**config.mk**
```make
export PLATFORM = sky130hd
export DESIGN_NAME = inst_fetch
export DESIGN_NICKNAME = d
export VERILOG_FILES = /design/src/rtl/inst_fetch.sv
export SDC_FILE = /design/constraint.sdc
export NUM_CORES = 1
export LEC_CHECK = 0
export BUFFER_PORTS_ARGS = -buffer_cell sky130_fd_sc_hd__buf_2
export CAP_MARGIN = 5
export CORE_MARGIN = 10
export CORE_UTILIZATION = 45
export CTS_BUF_LIST = sky130_fd_sc_hd__clkbuf_4
export DETAILED_ROUTE_END_ITERATION = 12
export PLACE_DENSITY_LB_ADDON = 0.12
export REMOVE_ABC_BUFFERS = 1
export SYNTH_ARGS = -nofsm -noshare
export SYNTH_HDL_FRONTEND = slang
export SYNTH_SLANG_ARGS = --single-unit
```
**constraint.sdc**
```tcl
create_clock -name clock -period 2 [get_ports clock]
set_input_delay 0.1 -clock clock [delete_from_list [all_inputs] [get_ports clock]]
set_output_delay 0.1 -clock clock [all_outputs]
set_load 0.01 [all_outputs]
```
**src/rtl/inst_fetch.sv**
```systemverilog
// Instruction fetch stage: issues word addresses to a registered instruction memory
// and buffers responses in a 2-entry in-order FIFO feeding decode.
module inst_fetch #(
    parameter logic [31:0] RESET_PC  = 32'd0,
    parameter int unsigned MEM_DEPTH = 32
) (
    input  logic        clock,
    input  logic        reset,
    output logic [31:0] mem_addr,
    input  logic [31:0] mem_inst,
    input  logic        redirect_en,
    input  logic [31:0] redirect_pc,
    input  logic        halt_req,
    output logic        if_valid,
    input  logic        if_ready,
    output logic [31:0] if_inst,
    output logic [31:0] if_pc,
    output logic        halted
);

    localparam logic [31:0] DEPTH    = 32'(MEM_DEPTH);
    localparam logic [31:0] START_PC = RESET_PC % DEPTH;

    typedef enum logic {FETCH, HALT} state_e;

    state_e      state_q, state_d;
    logic [31:0] fetch_pc_q, fetch_pc_d;
    logic        inflight_q, inflight_d;
    logic [31:0] inflight_pc_q, inflight_pc_d;
    logic [31:0] head_pc_q, head_pc_d;
    logic [31:0] head_inst_q, head_inst_d;
    logic [31:0] tail_pc_q, tail_pc_d;
    logic [31:0] tail_inst_q, tail_inst_d;
    logic [1:0]  count_q, count_d;

    logic        deq;
    logic        enq;
    logic        issue;
    logic [1:0]  occupancy;
    logic [1:0]  wrPos;

    assign mem_addr = fetch_pc_q;
    assign if_valid = (count_q != 2'd0);
    assign if_inst  = head_inst_q;
    assign if_pc    = head_pc_q;
    assign halted   = (state_q == HALT);

    // Occupancy counts the FIFO after this cycle's dequeue plus the response still
    // owed by memory, so an issue never outruns the two FIFO slots.
    always_comb begin
        deq       = if_valid && if_ready;
        enq       = inflight_q && !redirect_en;
        occupancy = count_q - {1'b0, deq} + {1'b0, inflight_q};
        issue     = (state_q == FETCH) && !halt_req && !redirect_en && (occupancy < 2'd2);
        wrPos     = count_q - {1'b0, deq};
    end

    always_comb begin
        state_d       = state_q;
        fetch_pc_d    = fetch_pc_q;
        inflight_d    = 1'b0;
        inflight_pc_d = inflight_pc_q;
        head_pc_d     = head_pc_q;
        head_inst_d   = head_inst_q;
        tail_pc_d     = tail_pc_q;
        tail_inst_d   = tail_inst_q;
        count_d       = count_q - {1'b0, deq} + {1'b0, enq};

        case (state_q)
            FETCH: if (halt_req && !redirect_en) state_d = HALT;
            HALT:  if (redirect_en) state_d = FETCH;
            default: state_d = FETCH;
        endcase

        if (issue) begin
            fetch_pc_d    = (fetch_pc_q == DEPTH - 32'd1) ? 32'd0 : fetch_pc_q + 32'd1;
            inflight_d    = 1'b1;
            inflight_pc_d = fetch_pc_q;
        end

        if (deq) begin
            head_pc_d   = tail_pc_q;
            head_inst_d = tail_inst_q;
        end

        if (enq) begin
            if (wrPos == 2'd0) begin
                head_pc_d   = inflight_pc_q;
                head_inst_d = mem_inst;
            end else begin
                tail_pc_d   = inflight_pc_q;
                tail_inst_d = mem_inst;
            end
        end

        // A redirect flushes everything buffered or owed; the response for the
        // in-flight request is dropped because inflight is cleared here.
        if (redirect_en) begin
            state_d    = FETCH;
            fetch_pc_d = redirect_pc % DEPTH;
            inflight_d = 1'b0;
            count_d    = 2'd0;
        end
    end

    always_ff @(posedge clock) begin
        if (reset) begin
            state_q       <= FETCH;
            fetch_pc_q    <= START_PC;
            inflight_q    <= 1'b0;
            inflight_pc_q <= 32'd0;
            head_pc_q     <= 32'd0;
            head_inst_q   <= 32'd0;
            tail_pc_q     <= 32'd0;
            tail_inst_q   <= 32'd0;
            count_q       <= 2'd0;
        end else begin
            state_q       <= state_d;
            fetch_pc_q    <= fetch_pc_d;
            inflight_q    <= inflight_d;
            inflight_pc_q <= inflight_pc_d;
            head_pc_q     <= head_pc_d;
            head_inst_q   <= head_inst_d;
            tail_pc_q     <= tail_pc_d;
            tail_inst_q   <= tail_inst_d;
            count_q       <= count_d;
        end
    end

endmodule

```
==> results.cfg <==
[synthesis]
synth.most_common_cell = sky130_fd_sc_hd__nand2_1
synth_edf_count = 0
synth-warning-count = 0
ys_seq_elements = 196
ys_async_sr_fraction = 0
syn-instance-count = 948
synthDominantCellAreaShare = 0.4896
synth.avg_cell_area_um2 = 8.454
ys_top_cells_by_area = sky130_fd_sc_hd__dfxtp_1 49%, sky130_fd_sc_hd__nand2_1 9.7%, sky130_fd_sc_hd__mux2i_1 8.1%
synth.cells.most_frequent = 207 x sky130_fd_sc_hd__nand2_1, 196 x sky130_fd_sc_hd__dfxtp_1, 124 x sky130_fd_sc_hd__a21oi_1, 79 x sky130_fd_sc_hd__nor2_1, 65 x sky130_fd_sc_hd__mux2i_1
synth_top_area_cell = sky130_fd_sc_hd__dfxtp_1
seq_area_frac_synth = 0.4896
syn_area_um2 = 8014
synthFlopType = sky130_fd_sc_hd__dfxtp_1
ys_types = 46

[timing]
worst_pin_slew_ns = 0.7761
fraction_of_the_cycle_the_final_worst_path_needs = 0.9520
timing.final.max_slew_violations = 0
finalHoldWorstSlack_ns = 0.1449
hold_viol = 0
finalSetupViolCount = 0
finalWorstPathRequiredPeriod_ns = 1.904
relSlewSlack = 0.4806
timing.fmax_mhz = 525.2
skew_ns = 0.03586
final_critical_path_setup_slack_ns = 0.09600

[floorplanning]
boundaryPins = 167
placement_rows = 48
die_span_x_um = 153.5
die-height_um = 153.5
core_um2 = 17360
initial_cell_density_of_the_core = 0.4617
die_area_um2 = 23550

[detailed_routing]
via_count = 7160
routedWlPerCell_um = 15.67
dr.pass1.iters = 4
drc = 0
wl_mm = 21.47
drtAntennaViolNets = 0
drt-vias-per-instance = 5.226
drtIter0Drc = 360

[final_layout]
final_area_um2 = 10080
final_util = 0.5810
finish.net_count = 1203
fraction_of_layout_cells_with_a_size_suffix_above_1 = 0.2192
areaGrowthSynthToFinish_pct = 25.84
antennaDiodeCount = 0

[global_routing]
grt_max_degree = 80
first_pass_grt_wire_length_mm = 34.26
grt-ovfl-total = 0
number_of_global_route_vias_before_repair = 6555
grt_antenna_before_repair = 0
grtUsageTotal = 0.1722

[clock_network]
cts.sinks = 196
total_cts_buffers = 17
cts_tree = built
cts.htree.levels = 4
clkLatencyLatePin_ns = 0.58
cts_root_buffer = sky130_fd_sc_hd__clkbuf_4
clockBufferDepth = 2
clk_pin_slew_ns = 0.15

[power_and_ir_drop]
worst_ir_drop_vdd_uv = 393.2
finalPower_w = 0.006856
intPower_w = 0.005192
total_switching_power_w = 0.001664
power.share.combinational = 0.062
clock_power_share = 0.360
power.density_nw_per_um2 = 679.8
power.static_leakage_nw = 4.335
swShare = 0.2427
sequentialPowerShare = 0.579

[critical_path]
worstPathCellList = nand4_1 -> nor4_4 -> nand3_1 -> or4_1 -> a21oi_1
setup.worst_path.end_class = register
ws_path_type = reg2reg
worst_path_dominant_cell_family = simple AND/OR/NAND/NOR gates
critPathMaxFanout = 5
worst_path_max_delay_cell = sky130_fd_sc_hd__nor4_4
setup.worst_path.start_class = register
cp_slowest_stage_delay_ns = 0.50
reg2regPathDepth = 5
cp.required_ns = 2.50
critical_path_depth = 5
cp.buffers_inverters = 0
worst-endpoint-arrival_ns = 2.41

[place]
finalWeightedCongestion = 0.8565
placement.setup.worst_slack_ns = 0.02320
io_buffer_count = 139
placedInstanceArea_um2 = 9231
place.detailed.hpwl_mm = 14.09

[min_path]
holdPathStages = 5
hp-class = in2reg

[status]
run_status = completed

[run]
max_cap_viol_count = 0
==> cell type report <==
class,count,area (um^2)
clock buffer,18,135.1
clock inverter,14,214.0
fill,1617,7272
inverter,9,33.78
multi-input combinational,672,3845
sequential,196,3929
tap,225,281.5
timing repair buffer,236,1647
==> tightest hold or removal path, delay by kind of cell <==
| kind | cells | cell delay [ns] |
|---|---|---|
| xor+xnor | 1 | 0.13 |
| simple gates | 3 | 0.31 |
| buf+inv | 1 | 0.15 |
==> cells in the final DEF (no fill, tap or decap), drive strengths merged <==
cell,n
a32oi,1
o211ai,5
o21a,3
and4,3
nor3b,1
o31ai,10
or3,11
nand3b,1
buf,196
nor4,10
and2,5
nor2,80
nor4b,1
nand3,12
o21ai,17
a211oi,64
o2111ai,3
clkbuf,18
xor2,3
and3,1
mux2i,65
a311oi,2
nor3,2
dlygate4sd3,40
bufinv,4
ha,2
nand2b,1
nor2b,6
nand2,208
dfxtp,196
xnor2,5
nand4,10
or2,2
a21o,1
a21oi,124
a221oi,2
clkinv,4
a41oi,1
inv,15
or4,10
==> logic make-up (layout without fill, tap and decap cells) <==
family / after synthesis / after routing / synth area share
simple gates: 364 / 364 / 0.2008
compound gates: 231 / 233 / 0.1753
flops: 196 / 196 / 0.4896
buf+inv: 82 / 277 / 0.04122
mux: 65 / 65 / 0.08119
xor+xnor: 8 / 8 / 0.008744
fa+ha+maj: 2 / 2 / 0.003122
==> state kept, by name, indices dropped and copies added, names as in the netlist <==
signal,count
inflight_pc_q,32
count_q,2
tail_inst_q,32
inflight_q,1
if_inst,32
tail_pc_q,32
if_pc,32
mem_addr,32
halted,1
==> worst paths after layout <==
check             slack, ns             to     startpoint
hold / removal         0.14     count_q[1]       if_ready
setup reg to reg        0.1   mem_addr[23]   mem_addr[11]
setup / recovery        0.1   mem_addr[23]   mem_addr[11]
hold reg to reg        0.46  tail_pc_q[17]  tail_pc_q[17]
==> layer usage <==
layer  GRT usage  vias up  wire length [um]
li1            -     3688                 -
met1      0.2230     3322             10010
met2      0.2754      140             10070
met3     0.05499       10              1253
met4     0.03509        0               134
met5           0        -                 0
==> repair_timing <==
action	CTS	global route
cloned	0	2
buffers inserted	1	5
hold endpoints to repair	82	0
setup endpoints to repair	6	31
pin swaps	1	4
gates resized for setup	1	11
hold buffers	40	0
==> per-stage QoR <==
| step | TNS (ns) | cells |
|---|---|---|
| final | 0 | 1370 |
| after global routing | -0.0007143 | 1370 |
| after CTS | 0 | 1363 |
| after detailed placement | 0 | 1290 |
| after global placement | 0 | 1290 |
| after floorplan | -156.18 | 875 |
==> power by group through the flow <==
stage	combinational, W	clock (W)	sequential (W)
3_5_place_dp	0.000360	0	0.00405
5_1_grt	0.000462	0.00271	0.00398
6_report	0.000422	0.00247	0.00397
3_3_place_gp	0.000359	0	0.00405
4_1_cts	0.000421	0.00255	0.00397
2_1_floorplan	0.000110	0	0.00407
No activity file was read; power rests on OpenSTA's default activity.
